--- src/rtl/axi_pkg.sv ---
// axi_pkg: definitions shared by the AXI3 slave-side blocks.
//   - Burst type encodings (AWBURST/ARBURST).
//   - Response encodings (BRESP/RRESP).
//   - Write-slave FSM state encoding.
//   - resp_merge(): keeps the more severe of two responses.
package axi_pkg;

    localparam logic [1:0] BURST_FIXED = 2'd0;
    localparam logic [1:0] BURST_INCR  = 2'd1;
    localparam logic [1:0] BURST_WRAP  = 2'd2;

    localparam logic [1:0] RESP_OKAY   = 2'd0;
    localparam logic [1:0] RESP_SLVERR = 2'd2;
    localparam logic [1:0] RESP_DECERR = 2'd3;

    typedef enum logic [1:0] {
        IDLE = 2'd0,
        DATA = 2'd1,
        RESP = 2'd2
    } wr_state_e;

    // The encodings are ordered by severity (DECERR > SLVERR > OKAY),
    // so the more severe response is simply the larger value.
    function automatic logic [1:0] resp_merge(input logic [1:0] a, input logic [1:0] b);
        return (a > b) ? a : b;
    endfunction

endpackage

--- src/rtl/axi_burst_addr_gen.sv ---
// axi_burst_addr_gen: combinational next-beat address for an AXI3 burst.
//   cur_addr  in  32  address of the current beat
//   awsize    in  3   log2 bytes per beat
//   awlen     in  4   beats minus 1
//   awburst   in  2   FIXED / INCR / WRAP (reserved treated as INCR)
//   next_addr out 32  address of the following beat
module axi_burst_addr_gen
    import axi_pkg::*;
(
    input  logic [31:0] cur_addr,
    input  logic [2:0]  awsize,
    input  logic [3:0]  awlen,
    input  logic [1:0]  awburst,
    output logic [31:0] next_addr
);

    logic [31:0] incr_bytes;
    logic [31:0] wrap_bytes;
    logic [31:0] wrap_mask;
    logic [31:0] stepped;

    always_comb begin
        incr_bytes = 32'd1 << awsize;
        wrap_bytes = ({28'd0, awlen} + 32'd1) << awsize;
        wrap_mask  = wrap_bytes - 32'd1;
        stepped    = cur_addr + incr_bytes;
        case (awburst)
            BURST_FIXED: next_addr = cur_addr;
            // Upper bits stay on the aligned block base, lower bits roll over.
            BURST_WRAP:  next_addr = (cur_addr & ~wrap_mask) | (stepped & wrap_mask);
            default:     next_addr = stepped;
        endcase
    end

endmodule

--- src/rtl/axi_write_slave.sv ---
// axi_write_slave: AXI3 write-channel responder backed by a word memory.
// Accepts one AW transaction at a time, absorbs its W burst into memory
// under byte strobes, then returns a B response. A registered device-side
// read port exposes the stored words.
//   devclock, ARESETn                clock, synchronous active-low reset
//   AW* (AWID..AWVALID) / AWREADY    write address channel
//   W*  (WID..WVALID)   / WREADY     write data channel
//   BID, BRESP, BVALID  / BREADY     write response channel
//   rd_addr / rd_data                word index in, registered data out
module axi_write_slave
    import axi_pkg::*;
#(
    parameter int buswidth = 32,
    parameter int MEMDEPTH = 64,
    parameter int AW_IDX   = 6
) (
    input  logic                devclock,
    input  logic                ARESETn,
    input  logic [3:0]          AWID,
    input  logic [31:0]         AWADDR,
    input  logic [3:0]          AWLEN,
    input  logic [2:0]          AWSIZE,
    input  logic [1:0]          AWBURST,
    input  logic [1:0]          AWLOCK,
    input  logic [3:0]          AWCACHE,
    input  logic [2:0]          AWPROT,
    input  logic                AWVALID,
    output logic                AWREADY,
    input  logic [3:0]          WID,
    input  logic [buswidth-1:0] WDATA,
    input  logic [3:0]          WSTRB,
    input  logic                WLAST,
    input  logic                WVALID,
    output logic                WREADY,
    output logic [3:0]          BID,
    output logic [1:0]          BRESP,
    output logic                BVALID,
    input  logic                BREADY,
    input  logic [AW_IDX-1:0]   rd_addr,
    output logic [buswidth-1:0] rd_data
);

    localparam logic [32:0] MEM_BYTES = 33'(MEMDEPTH * 4);

    wr_state_e           state_q, state_d;
    logic                awready_q, awready_d;
    logic                wready_q, wready_d;
    logic                bvalid_q, bvalid_d;
    logic [3:0]          awid_q, awid_d;
    logic [3:0]          awlen_q, awlen_d;
    logic [2:0]          awsize_q, awsize_d;
    logic [1:0]          awburst_q, awburst_d;
    logic [3:0]          beat_cnt_q, beat_cnt_d;
    logic [1:0]          resp_q, resp_d;
    logic                abort_q, abort_d;
    logic [31:0]         addr_q, addr_d;
    logic [31:0]         next_addr;
    logic [buswidth-1:0] rd_data_q;
    logic [buswidth-1:0] mem_q [MEMDEPTH];

    logic                wr_en;
    logic [AW_IDX-1:0]   wr_idx;
    logic [1:0]          aw_err;
    logic [32:0]         aw_bytes;
    logic [32:0]         aw_end;
    logic [31:0]         aw_align;
    logic                beat_fire;
    logic                last_beat;
    logic                id_bad;

    // Lock, cache and protection attributes carry no meaning for this memory.
    logic unused_attr;
    assign unused_attr = ^{AWLOCK, AWCACHE, AWPROT};

    assign AWREADY = awready_q;
    assign WREADY  = wready_q;
    assign BVALID  = bvalid_q;
    assign BID     = awid_q;
    assign BRESP   = resp_q;
    assign rd_data = rd_data_q;
    assign wr_idx  = addr_q[AW_IDX+1:2];

    axi_burst_addr_gen u_addr_gen (
        .cur_addr  (addr_q),
        .awsize    (awsize_q),
        .awlen     (awlen_q),
        .awburst   (awburst_q),
        .next_addr (next_addr)
    );

    // Burst-wide legality, decided once when the address is accepted.
    always_comb begin
        aw_err   = RESP_OKAY;
        aw_bytes = (33'(AWLEN) + 33'd1) << AWSIZE;
        aw_end   = {1'b0, AWADDR} + aw_bytes;
        aw_align = (32'd1 << AWSIZE) - 32'd1;
        if (AWBURST == 2'd3 || AWSIZE > 3'd2) begin
            aw_err = RESP_SLVERR;
        end
        if (AWBURST == BURST_WRAP &&
            (!(AWLEN inside {4'd1, 4'd3, 4'd7, 4'd15}) || (AWADDR & aw_align) != 32'd0)) begin
            aw_err = RESP_SLVERR;
        end
        if ({1'b0, AWADDR} >= MEM_BYTES) begin
            aw_err = RESP_DECERR;
        end else if (AWBURST == BURST_INCR && aw_end > MEM_BYTES) begin
            aw_err = RESP_DECERR;
        end
    end

    // NOTE: every signal written here gets a default first, so no path
    // leaves one unassigned and no latch can be inferred.
    always_comb begin
        state_d    = state_q;
        awid_d     = awid_q;
        awlen_d    = awlen_q;
        awsize_d   = awsize_q;
        awburst_d  = awburst_q;
        beat_cnt_d = beat_cnt_q;
        resp_d     = resp_q;
        abort_d    = abort_q;
        addr_d     = addr_q;
        wr_en      = 1'b0;
        beat_fire  = WVALID && wready_q;
        last_beat  = (beat_cnt_q == awlen_q);
        id_bad     = (WID != awid_q);

        case (state_q)
            IDLE: begin
                if (AWVALID && awready_q) begin
                    awid_d     = AWID;
                    awlen_d    = AWLEN;
                    awsize_d   = AWSIZE;
                    awburst_d  = AWBURST;
                    addr_d     = AWADDR;
                    beat_cnt_d = 4'd0;
                    resp_d     = aw_err;
                    abort_d    = (aw_err != RESP_OKAY);
                    state_d    = DATA;
                end
            end
            DATA: begin
                if (beat_fire) begin
                    wr_en      = !abort_q && !id_bad;
                    // Early WLAST and missing WLAST both end the burst here.
                    if (id_bad || (WLAST != last_beat)) begin
                        resp_d = resp_merge(resp_q, RESP_SLVERR);
                    end
                    addr_d     = next_addr;
                    beat_cnt_d = beat_cnt_q + 4'd1;
                    if (WLAST || last_beat) begin
                        state_d = RESP;
                    end
                end
            end
            RESP: begin
                if (bvalid_q && BREADY) begin
                    state_d = IDLE;
                end
            end
            default: state_d = IDLE;
        endcase

        // Handshake outputs are registered copies of the next state.
        awready_d = (state_d == IDLE);
        wready_d  = (state_d == DATA);
        bvalid_d  = (state_d == RESP);
    end

    // NOTE: sequential state uses non-blocking assignments only, so every
    // flop samples the pre-edge values of the others; reset is synchronous.
    always_ff @(posedge devclock) begin
        if (!ARESETn) begin
            state_q    <= IDLE;
            awready_q  <= 1'b0;
            wready_q   <= 1'b0;
            bvalid_q   <= 1'b0;
            awid_q     <= '0;
            awlen_q    <= '0;
            awsize_q   <= '0;
            awburst_q  <= '0;
            beat_cnt_q <= '0;
            resp_q     <= RESP_OKAY;
            abort_q    <= 1'b0;
            addr_q     <= '0;
        end else begin
            state_q    <= state_d;
            awready_q  <= awready_d;
            wready_q   <= wready_d;
            bvalid_q   <= bvalid_d;
            awid_q     <= awid_d;
            awlen_q    <= awlen_d;
            awsize_q   <= awsize_d;
            awburst_q  <= awburst_d;
            beat_cnt_q <= beat_cnt_d;
            resp_q     <= resp_d;
            abort_q    <= abort_d;
            addr_q     <= addr_d;
        end
    end

    // NOTE: the memory is cleared by reset, which forces it into flops rather
    // than a RAM macro; this is intended, the contents must read back as zero.
    // The read samples mem_q before this edge's write, giving old-data reads.
    always_ff @(posedge devclock) begin
        if (!ARESETn) begin
            for (int i = 0; i < MEMDEPTH; i++) begin
                mem_q[i] <= '0;
            end
            rd_data_q <= '0;
        end else begin
            rd_data_q <= mem_q[rd_addr];
            if (wr_en) begin
                for (int k = 0; k < 4; k++) begin
                    if (WSTRB[k]) begin
                        mem_q[wr_idx][8*k +: 8] <= WDATA[8*k +: 8];
                    end
                end
            end
        end
    end

endmodule

--- config.mk ---
export PLATFORM = sky130hd
export DESIGN_NAME = axi_write_slave
export DESIGN_NICKNAME = d
export VERILOG_FILES = /design/src/rtl/axi_pkg.sv /design/src/rtl/axi_burst_addr_gen.sv /design/src/rtl/axi_write_slave.sv
export SDC_FILE = /design/constraint.sdc
export NUM_CORES = 2
export LEC_CHECK = 0
export CORE_MARGIN = 4
export CORE_UTILIZATION = 51
export DETAILED_ROUTE_END_ITERATION = 8
export PLACE_DENSITY_LB_ADDON = 0.2
export SYNTH_ARGS = -nofsm -noshare
export SYNTH_HDL_FRONTEND = slang
export SYNTH_SLANG_ARGS = --single-unit
--- constraint.sdc ---
create_clock -name devclock -period 3.95 [get_ports devclock]
set_clock_uncertainty 0.05 [all_clocks]
set_input_delay 0.79 -clock devclock [delete_from_list [all_inputs] [get_ports devclock]]
set_output_delay 0.79 -clock devclock [all_outputs]
set_load 0.05 [all_outputs]
# --- Word level (Yosys, flattened, before mapping) ---
# Memory sizes are Yosys's and may differ from the RTL's. A register that Yosys moved wholly into a read port is not among the register bits.
# Index checks and enable logic that the tools add are counted.
classes:
  bitwise_logic: 5
  addsub: 7
  n_shift: 4
  muxes: 43
  reduce_logical: 26
  order_cmp: 4
  eq_ne: 20
op_table:
  columns: ["op", "count"]
  rows:
  - ["32-bit one-hot mux with 2 select lines", 2]
  - ["32-bit AND", 3]
  - ["32-bit two-way mux", 3]
  - ["1-bit by 3-bit << shifter with 32-bit output (first input constant)", 2]
  - ["32-bit by 1-bit subtractor with 32-bit output (second input constant)", 2]
  - ["32-bit by 33-bit adder with 33-bit output", 1]
  - ["33-bit by 9-bit > comparator with 1-bit output (second input constant)", 1]
  - ["5-bit by 3-bit << shifter with 33-bit output", 1]
  - ["32-bit adder", 1]
  - ["32-bit by 9-bit >= comparator with 1-bit output (second input constant)", 1]
  - ["32-bit inverter", 1]
  - ["32-bit bitwise OR", 1]
  - ["32-bit nonzero test", 1]
  - ["32-bit OR reduction", 1]
  - ["32-bit by 3-bit << shifter with 32-bit output", 1]
  - ["2-bit two-way mux", 12]
  - ["1-bit two-way mux", 19]
  - ["4-bit two-way mux", 3]
  - ["4-bit by 1-bit adder with 5-bit output (second input constant)", 2]
  - ["2-bit == test (second input constant)", 5]
  - ["2-bit inequality test (second input constant)", 5]
  - ["4-bit one-hot mux with 2 select lines", 1]
  - ["2-bit by 1-bit == test with 1-bit output (second input constant)", 3]
  - ["1-bit logical AND", 6]
  - ["other kinds (22)", 31]
totals:
  in_bits: 106
  word_cells: 122
  out_inout_bits: 41
  mem_bits_rw: 2048
  mem_count: 1
  register_bits: 57
mem_list:
  columns: ["memory", "depth", "width", "read_ports", "rd_ports_with_merged_regs", "wr", "line_no", "rtl"]
  rows:
  - ["mem_q", 64, 32, 1, 1, 64, "axi_write_slave.sv:59", "logic [buswidth-1:0] mem_q [MEMDEPTH];"]

# --- Depth between registers and ports, before layout ---
depth:
  ltp_word: 11
  mapped_depth: 18
  mapped_depth_nobuf: 18

# --- Cells and area by module ---
# Synthesis repeated with hierarchy kept, for this count alone.
hier_totals:
  cells_unflattened: 6709
  area_unflattened_um2: 95529.1
by_module_without_submodules:
  columns: ["module", "seq_area_each_um2", "cells_per_inst", "area_each_um2", "instances"]
  rows:
  - ["axi_write_slave", 63280.7, 6410, 93537.2, 1]
  - ["axi_burst_addr_gen", 0.0, 299, 1991.9, 1]

# --- Worst setup path before layout ---
# OpenSTA, ideal clock, no wires.
synth_path:
  path_type: "input -> register"
  from: "in AWLEN[0]"
  to: "reg resp_q[0] (netlist: BRESP[0])"
  setup_time_ns: 0.130
  n_path_buf: 0
  arrival_time_ns: 4.008
  t_required_ns: 3.770
  slack_ns: -0.238
  cell_stages: 16
  path_cell_list: "ha_1 > nand3b_1 > o21ai_0 > a32o_1 > o21ai_0 > o21ai_0 > ha_1 > a21o_1 > a21oi_1 > a21oi_1 > a311oi_1 > mux2_2 > or4_1 > nor4_1 > and3_1 > o211ai_1"
synth_between:
  elab_chain_len: 10
  elab_cells_between_ends: 18
  cone_classes: "add/sub: 2; order compare: 1; eq/ne: 4; shift: 1; mux: 5; reduce/logical: 5"
synth_rtl:
  columns: ["element", "line_no", "rtl"]
  rows:
  - ["start, declared", "axi_write_slave.sv:21", "input logic [3:0] AWLEN,"]
  - ["branches (longest 6 deep; another with 32-bit by 33-bit adder with 33-bit output)", null, null]
  - ["2-bit two-way mux *", "axi_write_slave.sv:106", "end else if (AWBURST == BURST_INCR && aw_end > MEM_BYTES) begin"]
  - ["2-bit two-way mux *", "axi_write_slave.sv:104", "if ({1'b0, AWADDR} >= MEM_BYTES) begin"]
  - ["2-bit two-way mux *", "axi_write_slave.sv:130", "if (AWVALID && awready_q) begin"]
  - ["2-bit one-hot mux with 2 select lines *", "axi_write_slave.sv:128", "case (state_q)"]
  - ["end signal, assigned", "axi_write_slave.sv:196", "resp_q <= resp_d;"]
  - ["end, declared", "axi_write_slave.sv:54", "logic [1:0] resp_q, resp_d;"]
# Mark *: on every way between the ends. The select of a mux whose other input is x is not followed.
# A chain may end at the register's enable or synchronous reset.

# --- Final worst setup path ---
layout_path:
  from: "in AWSIZE[0]"
  to: "reg resp_q[0] (netlist: BRESP[0])"
layout_between:
  elab_chain_len: 11
  elab_cells_between_ends: 15
  cone_classes: "add/sub: 2; order compare: 1; shift: 2; mux: 5; bitwise: 1; reduce/logical: 4"
layout_rtl:
  columns: ["element", "line_no", "rtl"]
  rows:
  - ["start, declared", "axi_write_slave.sv:22", "input logic [2:0] AWSIZE,"]
  - ["branches (longest 7 deep; another with 32-bit by 33-bit adder with 33-bit output)", null, null]
  - ["2-bit two-way mux *", "axi_write_slave.sv:106", null]
  - ["2-bit two-way mux *", "axi_write_slave.sv:104", null]
  - ["2-bit two-way mux *", "axi_write_slave.sv:130", null]
  - ["2-bit one-hot mux with 2 select lines *", "axi_write_slave.sv:128", null]
# Marks and branches as above.

==> impl_metrics.csv <==
group,metric,value,unit
route,drc_errors,0,
synthesis,combinational_family_with_the_most_area_after_synthesis,"multiplexers",
route,routed_wirelength,254,mm
synthesis,area_share_of_the_largest_cell_type_after_synthesis,66.1,%
final_layout,fill_cells,13614,
synthesis,synth_edf_count,2048,
final_layout,drive_above_1_share,25.2,%
synthesis,post_synthesis_adder_cell_area_fraction,0.393,%
final_layout,area.growth.synth_to_final,16.1,%
sta,setup_total_negative_slack,0,ps
sta,fmax,0.265,GHz
synthesis,yosysWarningCount,0,
grt,gr-usage-all-layers,26.7,%
setup_path,crit_type,"in -> reg",
grt,global_route.overflow_total,0,
synthesis,ys_top_cells_by_area,"sky130_fd_sc_hd__edfxtp_1 (66%), sky130_fd_sc_hd__mux4_2 (16%), sky130_fd_sc_hd__nor2_1 (8.5%)",
route,vias,56760,
setup_path,critical_path.endpoint_type,"register",
synthesis,average_size_of_a_mapped_cell,14.6,µm²
setup_path,critical_path_arrival,4440,ps
clock_network,clk_pin_slew,60,ps
grt,grt_start_max_net_pins,145,
synthesis,synth_compound_gate_area_share,2.46,%
place,io_buffers,137,
synthesis,yosys_most_used_dff,"sky130_fd_sc_hd__edfxtp_1",
synthesis,synthMuxAreaShare,16.4,%
run_status,status,"completed",
synthesis,synth_fp_nets,6487,
clock_network,clock-root-buffer,"sky130_fd_sc_hd__clkbuf_16",
synthesis,post_synth_inst_count,6353,
run,cap_violations,0,
power,ir_worst_vdd,386,µV
route,detail_route.vias_per_cell,6.08,
final_layout,seqCellArea,62800,µm²
setup_path,worstPathRequired,4620,ps
die,floorplan.core_area,181000,µm²
synthesis,synth.largest_area_cell,"sky130_fd_sc_hd__edfxtp_1",
clock_network,ctsLongestPathBuffers,3,
sta,final.period_utilization,95.6,%
min_path,whs_path_depth,4,
sta,whs,383,ps
die,std_cell_rows,156,
synthesis,asyncSetResetFlopFracSynth,0,%
die,pin_count,147,
synthesis,synth_seq_area_share,67.5,%
synthesis,postSynthRegisterBits,2113,
power,design_power_total,49.6,mW
route,detail_route.iter0.violations,7189,
grt,grt_antenna_before_repair,12,
synthesis,mappedNetlistArea,93000,µm²
sta,setup_viol,0,
place,post_dp_cell_area,101000,µm²
sta,number_of_endpoints_with_negative_hold_slack_in_the_final_report,0,
final_layout,antenna-diode-count,0,
route,drtAntennaViolNets,0,
die,fp.dieH,435,µm
clock_network,cts_tree,"done",
min_path,min_path_type,"in -> reg",
setup_path,worst_setup_path_start_kind,"primary input",
synthesis,synth_most_common_cell,"sky130_fd_sc_hd__nor2_1",
sta,worst_pin_slew,1100,ps
grt,first_global_vias,57251,
place,finalWeightedCongestion,0.867,
setup_path,timing.reg2reg.worst_path_depth,5,
synthesis,synth-simple-area-share,10.2,%
sta,layout_min_cycle_time,3780,ps
die,die_w,435,µm
setup_path,crit_path_max_fanout,13,
clock_network,cts-htree-levels,4,
sta,relSlewSlack,26.4,%
synthesis,synth_commonest_cells,"sky130_fd_sc_hd__nor2_1 (2,101), sky130_fd_sc_hd__edfxtp_1 (2,048), sky130_fd_sc_hd__mux4_2 (672), sky130_fd_sc_hd__clkbuf_1 (577), sky130_fd_sc_hd__o21ai_0 (285)",
die,dieArea,189000,µm²
sta,setup_repair_after_global_routing_missed_its_margin,"false",
power,powerDensity,459,nW/µm²
synthesis,synth.lib_cells_used.distinct,67,
final_layout,postLayoutCellArea,108000,µm²
sta,slew_viol_final,0,
final_layout,multiInputGateArea,27900,µm²
clock_network,cts-buffers-inserted,211,
grt,grt_pass1_wl,378,mm
place,dp_hpwl,171,mm
power,leakage,36.0,nW
synthesis,synth_xor_xnor_area_share,0.348,%
route,length_of_the_first_detailed_routing_pass_in_iterations,6,
die,start_util,51.3,%
route,wl_per_cell,27.2,µm
final_layout,finish.net_count,6922,
clock_network,clock_latency,840,ps
clock_network,numClockSinks,2113,
## critical path, stage by stage
cell and delay [ps]:
sky130_fd_sc_hd__clkdlybuf4s50_1 520, sky130_fd_sc_hd__buf_4 200, sky130_fd_sc_hd__mux2i_1 250, sky130_fd_sc_hd__buf_4 150, sky130_fd_sc_hd__buf_4 90, sky130_fd_sc_hd__nand2b_1 50
sky130_fd_sc_hd__a21oi_1 180, sky130_fd_sc_hd__ha_2 340, sky130_fd_sc_hd__a21oi_2 200, sky130_fd_sc_hd__a21oi_2 100, sky130_fd_sc_hd__a311oi_2 290, sky130_fd_sc_hd__mux2_2 360
sky130_fd_sc_hd__or4_1 420, sky130_fd_sc_hd__nor4_2 170, sky130_fd_sc_hd__and3_4 240, sky130_fd_sc_hd__o211ai_1 90
## routing by layer
layer  vias up  track usage (%)  routed length, µm
li1      24323                -                  -
met1     29420             36.2              96500
met2      2622             45.2             129000
met3       391             4.17              20900
met4         4             7.74               7350
met5         -                0                 26
## state kept, by name, summed over array words and instances, names as in the netlist, named ones only
register,flops
WREADY,1
BVALID,1
mem_q,2048
BRESP,2
AWREADY,1
awlen_q,4
state_q,2
BID,4
abort_q,1
beat_cnt_q,4
awsize_q,3
awburst_q,2
rd_data,32
## final cells by class
type                            instances  share of cell area [%]
Timing Repair Buffer                  853                    6.81
Tap cell                             2370                    2.75
Multi-Input combinational cell       3583                    25.8
Inverter                               26                  0.0904
Clock buffer                          272                    5.34
Clock inverter                        117                    1.04
Sequential cell                      2113                    58.2
## stage by stage
step | std cells | util [%] | setup WS [ps]
2_1_floorplan | 6353 | - | 28.3
3_5_place_dp | 8943 | 55.8 | -922
5_1_grt | 9334 | 59.6 | 3.31
3_3_place_gp | 8943 | 55.8 | -936
6_report | 9334 | 59.6 | 174
4_1_cts | 9332 | 59.6 | 26.1
## timing repair
item	in CTS	in global routing
resized for setup	2	18
setup buffers	0	2
hold buffers	0	0
setup endpoints to repair	1	3
pin swaps	0	4
## path summary, 6_finish.rpt
| path | slack, ps | startpoint | end |
|---|---|---|---|
| setup / recovery | 170 | AWSIZE[0] | BRESP[0] |
| hold / removal | 380 | AWLEN[1] | awlen_q[1] |
| setup reg to reg | 590 | register | mem_q[2][11] |
| hold reg to reg | 440 | awburst_q[1] | awburst_q[1] |
## where the power goes
part           switching, mW  leakage [nW]  total [mW]  internal [mW]
logic                   2.22          10.9        3.98           1.77
clock network           8.49          3.38        20.1           11.6
registers              0.270          21.7        25.5           25.3
total                   11.0          36.0        49.6           38.6
## layout by cell type (no fill, tap or decap), types with 13 or more instances in the layout
cell	synthesis	routed
sky130_fd_sc_hd__clkinv_2	0	40
sky130_fd_sc_hd__dfxtp_1	65	65
sky130_fd_sc_hd__nand3_1	20	20
sky130_fd_sc_hd__buf_12	0	47
sky130_fd_sc_hd__nand2_1	174	138
sky130_fd_sc_hd__ha_1	26	24
sky130_fd_sc_hd__buf_4	3	669
sky130_fd_sc_hd__nor3_1	13	13
sky130_fd_sc_hd__clkinv_1	1	44
sky130_fd_sc_hd__a21oi_1	52	49
sky130_fd_sc_hd__and2_1	37	37
sky130_fd_sc_hd__xnor2_1	23	23
sky130_fd_sc_hd__nor2_1	2101	2101
sky130_fd_sc_hd__o21ai_0	285	279
sky130_fd_sc_hd__clkbuf_16	0	219
sky130_fd_sc_hd__nand2_2	1	37
sky130_fd_sc_hd__clkdlybuf4s50_1	0	127
sky130_fd_sc_hd__inv_1	25	25
sky130_fd_sc_hd__bufinv_16	0	20
sky130_fd_sc_hd__mux4_2	672	672
sky130_fd_sc_hd__clkbuf_1	577	44
sky130_fd_sc_hd__xor2_1	14	13
sky130_fd_sc_hd__edfxtp_1	2048	2048
## logic make-up (layout without fill, tap and decap cells)
family | Yosys count | in the layout
buffers and inverters | 657 | 1268
adder cells (fa/ha/maj) | 28 | 28
multiplexers | 681 | 681
flip-flops | 2113 | 2113
AND/OR/NAND/NOR | 2425 | 2425
XOR/XNOR | 37 | 37
AO/OA/AOI/OAI | 412 | 412
Note: power is estimated with default switching activity, not from simulation.
